## src/rtl/mips_muldiv.sv

```systemverilog
// mips_muldiv: iterative multiply/divide unit owning HI/LO (MULT/MULTU/DIV/DIVU/MTHI/MTLO); optional MULDIV_FAST_MULT_EN.
// Latency: mul/div busy WIDTH+1 cycles, done pulses the following cycle; MTHI/MTLO and fast multiplies write at the start edge.
// Backpressure: start is ignored while busy=1; the issuer holds its instruction until busy drops (done cycle accepts a new start).

typedef logic [5:0] funct_t;

module mips_muldiv #(
    parameter int WIDTH = 32
) (
    input  logic             clk,
    input  logic             rst_n,
    input  logic             start,
    input  funct_t           fncode,
    input  logic [WIDTH-1:0] a,
    input  logic [WIDTH-1:0] b,
    output logic             busy,
    output logic             done,
    output logic [WIDTH-1:0] hi,
    output logic [WIDTH-1:0] lo
);
    localparam funct_t FUNCT_MTHI  = 6'h11;
    localparam funct_t FUNCT_MTLO  = 6'h13;
    localparam funct_t FUNCT_MULT  = 6'h18;
    localparam funct_t FUNCT_MULTU = 6'h19;
    localparam funct_t FUNCT_DIV   = 6'h1A;
    localparam funct_t FUNCT_DIVU  = 6'h1B;
    localparam int     CW          = (WIDTH > 1) ? $clog2(WIDTH) : 1;

    typedef enum logic [1:0] {S_IDLE, S_RUN, S_FIX} state_t;

    state_t           state;
    logic [CW-1:0]    cnt;
    logic [WIDTH-1:0] acc_hi;   // partial product high half / running remainder
    logic [WIDTH-1:0] acc_lo;   // multiplier bits / dividend shifting into quotient
    logic [WIDTH-1:0] md;       // multiplicand or divisor magnitude
    logic             op_div;
    logic             neg_hi;   // remainder takes the dividend sign
    logic             neg_lo;   // product / quotient sign
    logic             div0;

    logic is_mul, is_div, is_signed, is_mthi, is_mtlo, iter_op;

    // Decode the requested operation; unknown codes decode to nothing.
    always_comb begin
        is_mul    = 1'b0;
        is_div    = 1'b0;
        is_signed = 1'b0;
        is_mthi   = 1'b0;
        is_mtlo   = 1'b0;
        case (fncode)
            FUNCT_MULT:  begin is_mul = 1'b1; is_signed = 1'b1; end
            FUNCT_MULTU: is_mul = 1'b1;
            FUNCT_DIV:   begin is_div = 1'b1; is_signed = 1'b1; end
            FUNCT_DIVU:  is_div = 1'b1;
            FUNCT_MTHI:  is_mthi = 1'b1;
            FUNCT_MTLO:  is_mtlo = 1'b1;
            default:     ;
        endcase
    end

    // Operand magnitudes; the most negative value maps onto itself, which is the right unsigned magnitude.
    logic [WIDTH-1:0] a_mag, b_mag;
    assign a_mag = (is_signed && a[WIDTH-1]) ? -a : a;
    assign b_mag = (is_signed && b[WIDTH-1]) ? -b : b;

    // One shift-add or restoring shift-subtract step on the working registers.
    logic [WIDTH:0] mul_sum, div_shift, div_trial;
    always_comb begin
        mul_sum   = {1'b0, acc_hi} + (acc_lo[0] ? {1'b0, md} : {(WIDTH+1){1'b0}});
        div_shift = {acc_hi, acc_lo[WIDTH-1]};
        div_trial = div_shift - {1'b0, md};
    end

    // Sign correction for write-back. With a zero divisor the restoring loop already leaves |a|
    // as remainder, so only the quotient needs overriding; signed overflow falls out naturally.
    logic [2*WIDTH-1:0] prod_mag, prod_fix;
    logic [WIDTH-1:0]   quo_fix, rem_fix;
    assign prod_mag = {acc_hi, acc_lo};
    assign prod_fix = neg_lo ? -prod_mag : prod_mag;
    assign quo_fix  = div0 ? {WIDTH{1'b1}} : (neg_lo ? -acc_lo : acc_lo);
    assign rem_fix  = neg_hi ? -acc_hi : acc_hi;

`ifdef MULDIV_FAST_MULT_EN
    // Low 2*WIDTH bits of a product are the same for signed and unsigned once operands are extended.
    logic [2*WIDTH-1:0] ext_a, ext_b, fast_prod;
    assign ext_a     = is_signed ? {{WIDTH{a[WIDTH-1]}}, a} : {{WIDTH{1'b0}}, a};
    assign ext_b     = is_signed ? {{WIDTH{b[WIDTH-1]}}, b} : {{WIDTH{1'b0}}, b};
    assign fast_prod = ext_a * ext_b;
    assign iter_op   = is_div;
`else
    assign iter_op   = is_mul | is_div;
`endif

    // Control FSM and all architectural/working state.
    always_ff @(posedge clk or negedge rst_n) begin
        if (!rst_n) begin
            state  <= S_IDLE;
            busy   <= 1'b0;
            done   <= 1'b0;
            hi     <= '0;
            lo     <= '0;
            cnt    <= '0;
            acc_hi <= '0;
            acc_lo <= '0;
            md     <= '0;
            op_div <= 1'b0;
            neg_hi <= 1'b0;
            neg_lo <= 1'b0;
            div0   <= 1'b0;
        end else begin
            done <= 1'b0;
            case (state)
                S_IDLE: begin
                    if (start) begin
                        if (iter_op) begin
                            state  <= S_RUN;
                            busy   <= 1'b1;
                            cnt    <= '0;
                            op_div <= is_div;
                            div0   <= is_div && (b == '0);
                            neg_hi <= is_signed & a[WIDTH-1];
                            neg_lo <= is_signed & (a[WIDTH-1] ^ b[WIDTH-1]);
                            acc_hi <= '0;
                            acc_lo <= is_div ? a_mag : b_mag;
                            md     <= is_div ? b_mag : a_mag;
                        end
`ifdef MULDIV_FAST_MULT_EN
                        else if (is_mul) begin
                            hi   <= fast_prod[2*WIDTH-1:WIDTH];
                            lo   <= fast_prod[WIDTH-1:0];
                            done <= 1'b1;
                        end
`endif
                        else if (is_mthi) begin
                            hi <= a;
                        end else if (is_mtlo) begin
                            lo <= a;
                        end
                    end
                end
                S_RUN: begin
                    if (op_div) begin
                        if (!div_trial[WIDTH]) begin
                            acc_hi <= div_trial[WIDTH-1:0];
                            acc_lo <= {acc_lo[WIDTH-2:0], 1'b1};
                        end else begin
                            acc_hi <= div_shift[WIDTH-1:0];
                            acc_lo <= {acc_lo[WIDTH-2:0], 1'b0};
                        end
                    end else begin
                        {acc_hi, acc_lo} <= {mul_sum, acc_lo[WIDTH-1:1]};
                    end
                    cnt <= cnt + 1'b1;
                    if (cnt == CW'(WIDTH-1)) begin
                        state <= S_FIX;
                    end
                end
                S_FIX: begin
                    if (op_div) begin
                        hi <= rem_fix;
                        lo <= quo_fix;
                    end else begin
                        hi <= prod_fix[2*WIDTH-1:WIDTH];
                        lo <= prod_fix[WIDTH-1:0];
                    end
                    done  <= 1'b1;
                    busy  <= 1'b0;
                    state <= S_IDLE;
                end
                default: begin
                    state <= S_IDLE;
                    busy  <= 1'b0;
                end
            endcase
        end
    end
endmodule

```

## config.mk

```make
export PLATFORM = sky130hd
export DESIGN_NAME = mips_muldiv
export DESIGN_NICKNAME = d
export VERILOG_FILES = /design/src/rtl/mips_muldiv.sv
export SDC_FILE = /design/constraint.sdc
export NUM_CORES = 1
export LEC_CHECK = 0
export BUFFER_PORTS_ARGS = -buffer_cell sky130_fd_sc_hd__buf_2
export CORE_MARGIN = 10
export CORE_UTILIZATION = 35
export CTS_CLUSTER_DIAMETER = 200
export DETAILED_ROUTE_END_ITERATION = 6
export PLACE_DENSITY = 0.49
export SLEW_MARGIN = 30
export SYNTH_ARGS = -nofsm -noshare
export SYNTH_HDL_FRONTEND = slang
export SYNTH_SLANG_ARGS = --single-unit
export TNS_END_PERCENT = 30
```

## constraint.sdc

```tcl
create_clock -name clk -period 4.3 [get_ports clk]
set_input_delay 0.645 -clock clk [delete_from_list [all_inputs] [get_ports clk]]
set_output_delay 0.645 -clock clk [all_outputs]
set_load 0.01 [all_outputs]
```

; Yosys cells after proc, flatten, opt, wreduce, memory -nomap -nowiden
; Cells that the tools add are included.
[op_classes]
addsub = 8
n_bitwise = 5
eq_ne = 16
reduce_logical = 16
n_mux = 46
[op_table]
columns = op, count
row1 = $mux W32, 24
row2 = $pmux W32 S2, 4
row3 = $neg A32 Y32, 4
row4 = $mux W64, 1
row5 = $neg A64 Y64, 1
row6 = $eq A6 B5 Y1 const B, 6
row7 = $add A32 B32 Y33, 1
row8 = $sub A33 B32 Y33, 1
row9 = $logic_not A32 Y1, 1
row10 = $ne A2 B2 Y1 const B, 7
row11 = $reduce_and A3 Y1, 4
row12 = $mux W5, 2
row13 = $pmux W5 S2, 1
row14 = $mux W1, 9
row15 = $mux W2, 3
row16 = $reduce_or A2 Y1, 3
row17 = $add A5 B1 Y5 const B, 1
row18 = $eq A5 B5 Y1 const B, 1
row19 = $reduce_and A5 Y1, 1
row20 = $pmux W2 S2, 1
row21 = $reduce_and A4 Y1, 1
row22 = $reduce_bool A2 Y1, 2
row23 = $logic_and A1 B1 Y1, 3
row24 = $and A1 B1 Y1, 2
row25 = other kinds (7), 7
[word_totals]
register_bits = 173

; Logic depth before layout (Yosys ltp)
; Gate-level depths: netlist of run 1.
[logic_depth]
depth_word = 9
depth_mapped = 15
depth_no_buf = 14

; Worst setup path after synthesis of run 1
; No wires, ideal clock.
[synth_timing]
path_type = register to register
startpoint = register acc_lo[31]
endpoint = register acc_hi[29]
path_slack_ps = 944
setup_time_ps = 122
arrival_time_ps = 3234
t_required_ps = 4178
stages_incl_launch_ff = 14
path_cell_list = dfrtp_1 -> inv_1 -> ha_1 -> fa_1 -> nor2b_1 -> o31ai_1 -> a211o_1 -> a211oi_1 -> o2111a_1 -> o21ai_1 -> mux2i_1 -> nand2_1 -> or3_1 -> a32o_1
[synth_between]
elab_chain_cells = 4
[synth_rtl]
columns = item, line
row1 = from (decl), 34  ; logic [WIDTH-1:0] acc_lo;
row2 = from (signal assigned), 124  ; acc_lo <= is_div ? a_mag : b_mag;
row3 = from (signal assigned), 145  ; acc_lo <= {acc_lo[WIDTH-2:0], 1'b1};
row4 = from (signal assigned), 148  ; acc_lo <= {acc_lo[WIDTH-2:0], 1'b0};
row5 = $sub A33 B32 Y33, 71  ; div_trial = div_shift - {1'b0, md};
row6 = $mux W32, 143  ; if (!div_trial[WIDTH]) begin
row7 = $mux W32, 142  ; if (op_div) begin
row8 = $pmux W32 S2, 112  ; case (state)
row9 = to (signal assigned), 144  ; acc_hi <= div_trial[WIDTH-1:0];
row10 = to (signal assigned), 147  ; acc_hi <= div_shift[WIDTH-1:0];
row11 = to (signal assigned), 151  ; {acc_hi, acc_lo} <= {mul_sum, acc_lo[WIDTH-1:1]};
row12 = to (decl), 33  ; logic [WIDTH-1:0] acc_hi;
; Every way passes these cells.
; A chain may end at the register's enable or synchronous reset.

; Final worst setup path of run 1
[layout_timing]
startpoint = register acc_lo[0]
endpoint = register acc_hi[26]
[layout_between]
elab_chain_cells = 4
[layout_rtl]
columns = item, line
row1 = $mux W32, 69  ; mul_sum = {1'b0, acc_hi} + (acc_lo[0] ? {1'b0, md} : {(WIDTH+1){1'b0}});
row2 = $add A32 B32 Y33, 69
row3 = $mux W32, 142
row4 = $pmux W32 S2, 112
; Every way passes these cells.

==> summary.txt, run 1 <==
Synth
  • Largest family of logic cells by synthesized area: compound AO/OA/AOI/OAI gates
  • #FFs+latches synth: 173
  • Top-area cell type share of the netlist area: about 30%
  • Seq/Total Area, Yosys: 29.3%
  • Count of cell types in the netlist: 79
  • Adder-cell share of the synthesized area: between 6 and 7%
  • Xor-xnor portion of the synthesized cell area: 10.0%
  • Top area cells in the synthesized netlist: dfrtp_1 (29%), o21ai_0 (6.6%), xnor2_1 (6.3%)
  • Synth Area in Simple Gates: 19.0%
  • Compound-gate portion of the synthesized area: 26.7%
  • Synthesized area per cell: around 7.7 um2
  • Post-Syn Nets: approximately 2000
  • Primary FF master, synth: dfrtp_1
  • Synthesized cell area: 14800 um2
  • Ys async rst share: 100%
  • Post-synth top cells: nand2_1 (221), o21ai_0 (195), nor2_1 (189), dfrtp_1 (173), a21oi_1 (164)
  • Post-synthesis mux area share: 3.76%
  • Largest area contributor in the netlist: dfrtp_1
  • Mapped Cells: 1912
  • Count leader, synth: nand2_1
  • Syn. warnings: 0
  • EDFF count, synth: 0

Setup path
  • Worst EP arrival: about 4.5 ns
  • Reg2Reg Setup Slack: between 0.2 and 0.25 ns
  • R2R Path Start: acc_lo[0]
  • CP peak stage delay: between 0.6 and 0.7 ns
  • Most common cell on crit path: nand2_1
  • Crit path required time: about 4.7 ns
  • Worst Setup Start Kind: register
  • Worst R2R Path Depth: 13
  • Worst Setup SP: acc_lo[0]
  • Worst-path cell with the longest stage delay: nor4_1
  • Worst setup EP type: register
  • Largest fanout on the critical path: 12
  • Critical path, cell by cell: inv_1, nor2_1, ha_1, nand2_1, o31ai_1, o31a_1, a31o_2, a21oi_1, o21ai_0, nand2_1, mux2i_1, nor4_1, a221o_1
  • Critical path type: reg2reg
  • R2r endpoint: acc_hi[26]

Route
  • DR pass1 iterations: 5
  • Drt total wl: between 60 and 70 mm
  • DR vias: roughly 15000
  • # DRC: 0
  • 1st-iter DRT viols: 1339
  • Met2 Wirelength: 26.4 mm
  • DR WL met3: around 4 mm
  • WL met1: 28.0 mm
  • Mean number of vias per cell: roughly 5.8
  • DR top layer: met5
  • Antenna viol nets, final: 0
  • WL/cell: 23.9 um

Floorplan
  • Core area: 41900 um2
  • Ports: about 140
  • Starting density of the core: about a third
  • FP Rows: between 70 and 80
  • Die height: 225 um
  • Die area: about 51000 um2
  • DIE WIDTH: about 230 um

Timing
  • Period utilization: between 90% and 100%
  • Slew headroom: between 30 and 40%
  • Final hold slack: ~0.22 ns
  • Tmin final: ~4.1 ns
  • Final WS setup: ~0.24 ns
  • Final Hold Vio Count: 0
  • Clk_skew: 0.0112 ns
  • Setup violations, final: 0
  • Max Transition Viols Final: 0
  • Worst slew pin tran: between 0.9 and 1 ns
  • Setup TNS: 0 ns
  • Fmax: between 200 and 250 MHz
  • RSZ-0062 raised after global routing: false

Clocking
  • Htree depth: 4
  • Post-CTS Resized: 0
  • Number of post-CTS setup repair buffers: 0
  • CTS Buf Count: 17
  • Clock Sinks: between 150 and 200
  • Root cell of the clock tree: clkbuf_16
  • CTS tree: built
  • Post-CTS Hold Fix Bufs: 0
  • Worst-path clk slew: about 0.07 ns
  • Clock buffer depth: 2
  • Skew-Pair Late Insertion Delay: about 0.47 ns

Final layout
  • Layout cell share with drive strength beyond 1: 11.6%
  • Nets: about 2100
  • Layout area overhead: 12.3%
  • ANT cells: 0
  • Post-route cell area: roughly 17000 um2

Pwr
  • Clock Power Share: approximately an eighth
  • Maximum vdd drop: around 0.34 mV
  • LEAKAGE: between 7 and 8 nW
  • Power Dens Cells: around 850 nW/um2
  • Pint: about 7 mW
  • Flop pwr share: 24.3%
  • Total power: ~14 mW
  • Sw power: around 7 mW
  • Sw frac: ~50%
  • Comb pwr share: between 60% and 70%

Global route
  • Initial antenna violation count: 2
  • Largest net degree at the start of global routing: 95
  • Vias in the first global route: roughly 14000
  • Tot GR Track Use: 23.6%
  • Global route overflow: 0
  • First-pass GRT wire length: around 90 mm

Job
  • Max-Cap Viols: 0

Placed design
  • DP Area: around 16000 um2
  • Pre-CTS WS: about 0.28 ns
  • Post-DP HPWL: 46.3 mm
  • GP Congestion: ~0.92
  • # port buffers: roughly 140

Outcome
  • Status: finished, final reports clean

Worst hold path
  • HP Class: in2async
logic make-up after synthesis:
kind of cell    after synthesis
simple gates                620
xor+xnor                    169
compound gates              643
fa+ha+maj                    72
mux                          55
flops                       173
buf+inv                     180
metal layers:
layer,up-vias,global-route usage [%]
li1,7043,-
met1,7116,32.1
met2,514,35.6
met3,104,4.62
met4,4,9.96
met5,-,0
power by group through the flow:
stage          Sequential, mW  Combinational (mW)  Clock [mW]
2_1_floorplan            3.15                6.35           0
3_3_place_gp             3.39                8.85           0
3_5_place_dp             3.41                8.87           0
4_1_cts                  3.38                8.93        1.67
5_1_grt                  3.52                9.94        1.73
6_report                 3.41                9.01        1.64
cells in the final DEF (no fill, tap or decap), drive strengths merged, types with 4 or more instances in the layout:
master  netlist  final
o22a         11     11
o21ai       200    200
mux2i        51     51
nor4         17     17
o21bai        5      5
inv          64     64
clkbuf      104     24
a311oi        5      5
o22ai        42     42
or2           6      6
nor2        190    190
mux2          4      4
o211ai       25     25
nor3         44     44
a211oi       22     22
a221o         4      4
nor2b        19     19
buf          10    178
nand3        39     39
nand2b       13     13
xor2         62     62
or3           8      8
o21a         15     15
o41ai        10     10
a21o         32     32
a22oi        17     17
and2         12     12
ha           70     70
a31oi        24     24
nand4         6      6
dfrtp       173    173
and3         20     20
a221oi        9      9
nand2       221    221
a21oi       164    164
or4          16     16
o221ai        6      6
o31ai        24     24
xnor2       107    107
critical path, delay by kind of cell, from the launching register on:
| family | cells | cell delay [ns] |
|---|---|---|
| adders and majority gates | 1 | 0.35 |
| AOI/OAI and AO/OA | 6 | 1.68 |
| buffers and inverters | 1 | 0.40 |
| DFF | 1 | 0.47 |
| muxes | 1 | 0.13 |
| and+or+nand+nor | 4 | 0.96 |
final cells by class:
cell class / count / area, um2
well taps: 539 / 674
flip-flops and latches: 173 / 4330
fillers: 4363 / 25300
clock inverters: 6 / 113
inverters: 64 / 240
multi-input cells: 1559 / 9740
clock buffers: 23 / 468
repair buffers: 179 / 1020
registers in the layout, summed over array words and instances (netlist names):
| register | flops |
|---|---|
| op_div | 1 |
| neg_lo | 1 |
| cnt | 5 |
| neg_hi | 1 |
| done | 1 |
| busy | 1 |
| state | 2 |
| hi | 32 |
| acc_hi | 32 |
| md | 32 |
| div0 | 1 |
| lo | 32 |
| acc_lo | 32 |
through the flow:
step                      std cells  util, %
after floorplan                1912        -
after detailed placement       2514     38.2
after global placement         2514     38.2
after global routing           2543     39.6
after CTS                      2543     39.6
final                          2543     39.6
worst max path at each step:
| stage | cells past startpoint | to | slack (ns) |
|---|---|---|---|
| 3_5_place_dp | 13 | acc_hi[18] | 0.28 |
| 6_report | 13 | acc_hi[26] | 0.24 |
| 3_3_place_gp | 13 | acc_hi[18] | 0.37 |
| 5_1_grt | 13 | acc_hi[18] | 0.06 |
| 4_1_cts | 13 | acc_hi[18] | 0.27 |
| 2_1_floorplan | 13 | acc_hi[29] | 0.94 |
(Power assumes the default switching activity.)
==> run 2, diff against run 1 <==
--- a/config.mk
+++ b/config.mk
@@ -10,6 +10,7 @@
 export CORE_UTILIZATION = 35
 export CTS_CLUSTER_DIAMETER = 200
 export DETAILED_ROUTE_END_ITERATION = 6
+export HOLD_SLACK_MARGIN = 0.02
 export PLACE_DENSITY = 0.49
 export SLEW_MARGIN = 30
 export SYNTH_ARGS = -nofsm -noshare
==> constraint.sdc (replaced) <==
create_clock -name clk -period 4.3 [get_ports clk]
set_input_delay 0.86 -clock clk [delete_from_list [all_inputs] [get_ports clk]]
set_output_delay 0.86 -clock clk [all_outputs]
set_load 0.01 [all_outputs]
==> summary.txt, run 2 (synthesis gave the netlist of run 1 again) <==
Setup path
  • Worst setup EP type: register
  • Crit-path leading delay family: compound AO/OA/AOI/OAI gates
  • Worst R2R Path Depth: 13 (unchanged)
  • Critical path type: reg2reg
  • Largest fanout on the critical path: 7 (-5)
  • Worst EP arrival: 4.29 ns (-0.18 ns)
  • Crit path required time: 4.65 ns (-0.06 ns)
  • Critical path, cell by cell: inv_1, ha_1, fa_1, nor2b_1, o31ai_1, a211o_1, a211oi_1, o2111a_1, o21ai_1, mux2_2, nor2_1, o21ai_0, a221o_1
  • Worst-path cell with the longest stage delay: a211oi_1
  • R2R Path Start: acc_lo[31]
  • CP peak stage delay: 0.44 ns (-0.21 ns)
  • Reg2Reg Setup Slack: 0.35 ns (+0.12 ns)
  • Worst Setup Start Kind: register
  • CP Buf/Inv Count: 1 (unchanged)
  • R2r endpoint: acc_hi[26]

Timing
  • Final Hold Vio Count: 0 (unchanged)
  • Setup violations, final: 0 (unchanged)
  • Final hold slack: 0.460 ns (+0.241 ns)
  • Period utilization: 91.8% (-2.7 points)
  • Max Transition Viols Final: 0 (unchanged)
  • Worst slew pin tran: 0.866 ns (-0.0872 ns)
  • RSZ-0062 raised after global routing: false
  • Clk_skew: 0.0154 ns (+0.00415 ns)
  • Slew headroom: 41.5% (+5.0 points)
  • Setup TNS: 0 ns (unchanged)
  • Tmin final: 3.95 ns (-0.116 ns)
  • Fmax: 253 MHz (+3.0%)

Worst hold path
  • HP Class: in2async

Pwr
  • Maximum vdd drop: 0.352 mV (+2.8%)
  • Power Dens Cells: 841 nW/um2 (-0.86%)
  • LEAKAGE: 7.08 nW (-0.37%)

Clocking
  • Clock Sinks: 173 (unchanged)
  • Number of post-CTS setup repair buffers: 0 (unchanged)
  • Root cell of the clock tree: clkbuf_16
  • Worst-path clk slew: 0.07 ns (about the same)
  • Htree depth: 4 (unchanged)
  • Post-CTS Hold Fix Bufs: 0 (unchanged)
  • CTS Buf Count: 17 (unchanged)
  • Clock buffer depth: 2 (unchanged)
  • CTS tree: built
  • Post-CTS Resized: 0 (unchanged)
  • Skew-Pair Late Insertion Delay: 0.47 ns (about the same)

Route
  • WL/cell: 23.4 um (-2.1%)
  • DR pass1 iterations: 6 (+1)
  • # DRC: 0 (unchanged)
  • Drt total wl: 59.5 mm (-1.9%)
  • 1st-iter DRT viols: 1139 (-15%)
  • DR vias: 14787 (+0.041%)
  • Mean number of vias per cell: 5.81 (-0.12%)
  • Antenna viol nets, final: 0 (unchanged)

Placed design
  • Post-DP HPWL: 45.6 mm (-1.5%)
  • GP Congestion: 0.914 (-0.65%)
  • # port buffers: 138 (unchanged)

Final layout
  • Fill cell count: 4434 (+1.6%)
  • Nets: 2139 (unchanged)
  • Most common cell after layout, fill and taps aside: nand2_1
  • FF+latch area: 4330 um2 (unchanged)
  • Layout area overhead: 12.1%
  • Multi-input gate area: 9740 um2 (unchanged)
  • Layout cell share with drive strength beyond 1: 11.7% (+0.082 points)
  • Commonest cells after routing, fill and taps aside: nand2_1 (217), o21ai_0 (195), nor2_1 (188), dfrtp_1 (172), a21oi_1 (164)

Outcome
  • Status: finished, final reports clean

Floorplan
  • Ports: 139 (unchanged)
  • Starting density of the core: 35.3% (unchanged)
  • FP Rows: 75 (unchanged)
  • Die height: 225 um (unchanged)
  • DIE WIDTH: 225 um (unchanged)
  • Die area: 50800 um2 (unchanged)
  • Core area: 41900 um2 (unchanged)

Global route
  • Largest net degree at the start of global routing: 85 (-11%)
  • Vias in the first global route: 13952 (-1.4%)
  • First-pass GRT wire length: 89.1 mm (-1.4%)
  • Tot GR Track Use: 23.0% (-0.56 points)
  • Initial antenna violation count: 2 (unchanged)
  • Global route overflow: 0 (unchanged)

Job
  • Max-Cap Viols: 0 (unchanged)
[run 2: cell count changes in the layout (fill, tap and decap cells not counted)]
cell	previous run	this run
diode_2	0	1
clkbuf_8	3	1
inv_1	63	62
buf_12	1	2
bufinv_16	3	1
clkinv_2	1	2
buf_4	40	39
inv_6	0	1
clkbuf_1	4	6
clkinv_4	2	3
clkinvlp_4	0	3
[run 2: per-layer routing]
| layer | GRT usage (%) | routed length, um |
|---|---|---|
| met3 | 4.59 | 4080 |
| met1 | 31.0 | 27000 |
| met2 | 34.3 | 25700 |
| met5 | 0 | 23 |
| met4 | 11.5 | 2740 |
[run 2: where the power goes]
part           switching [mW]  internal (mW)  total (mW)
Sequential              0.944           2.43        3.37
Clock                   0.742          0.800        1.54
Combinational            5.35           3.66        9.01
Total                    7.04           6.88        13.9
[run 2: stage by stage]
stage                     util [%]  setup slack [ns]  area [um2]  instances  total power, mW
final                         39.6             0.354       16600       2547             13.9
after global routing          39.6            0.0707       16600       2546             15.0
after CTS                     39.5             0.309       16500       2546             13.8
after detailed placement      38.3             0.345       16000       2514             12.3
after global placement        38.2             0.384       16000       2514             12.2
after floorplan                  -             0.944       14800       1912             9.50
[run 2: how the worst max path moves through the flow]
stage	start	endpoint	slack, ns	cells past startpoint
after global routing	acc_lo[31]	acc_hi[1]	0.07	13
after detailed placement	acc_lo[0]	acc_hi[18]	0.35	13
after global placement	acc_lo[0]	acc_hi[18]	0.38	13
after CTS	acc_lo[0]	acc_hi[18]	0.31	13
final	acc_lo[31]	acc_hi[26]	0.35	13
after floorplan	acc_lo[31]	acc_hi[29]	0.94	13
[run 2: area by class of cell]
cell class                      instances  area share (%)
Clock inverter                          9           0.544
Tap cell                              539            4.07
Timing Repair Buffer                  179            6.23
Sequential cell                       173            26.1
Clock buffer                           23            2.70
Inverter                               64            1.47
Multi-Input combinational cell       1559            58.8
Antenna cell                            1          0.0151
[run 2: worst register-to-register path: cells and delay by family, from the launching register on]
| family | cells | cell delay (ns) |
|---|---|---|
| compound gates | 7 | 1.75 |
| fa+ha+maj | 2 | 0.65 |
| buf+inv | 1 | 0.09 |
| flops | 1 | 0.43 |
| mux | 1 | 0.32 |
| simple gates | 2 | 0.58 |
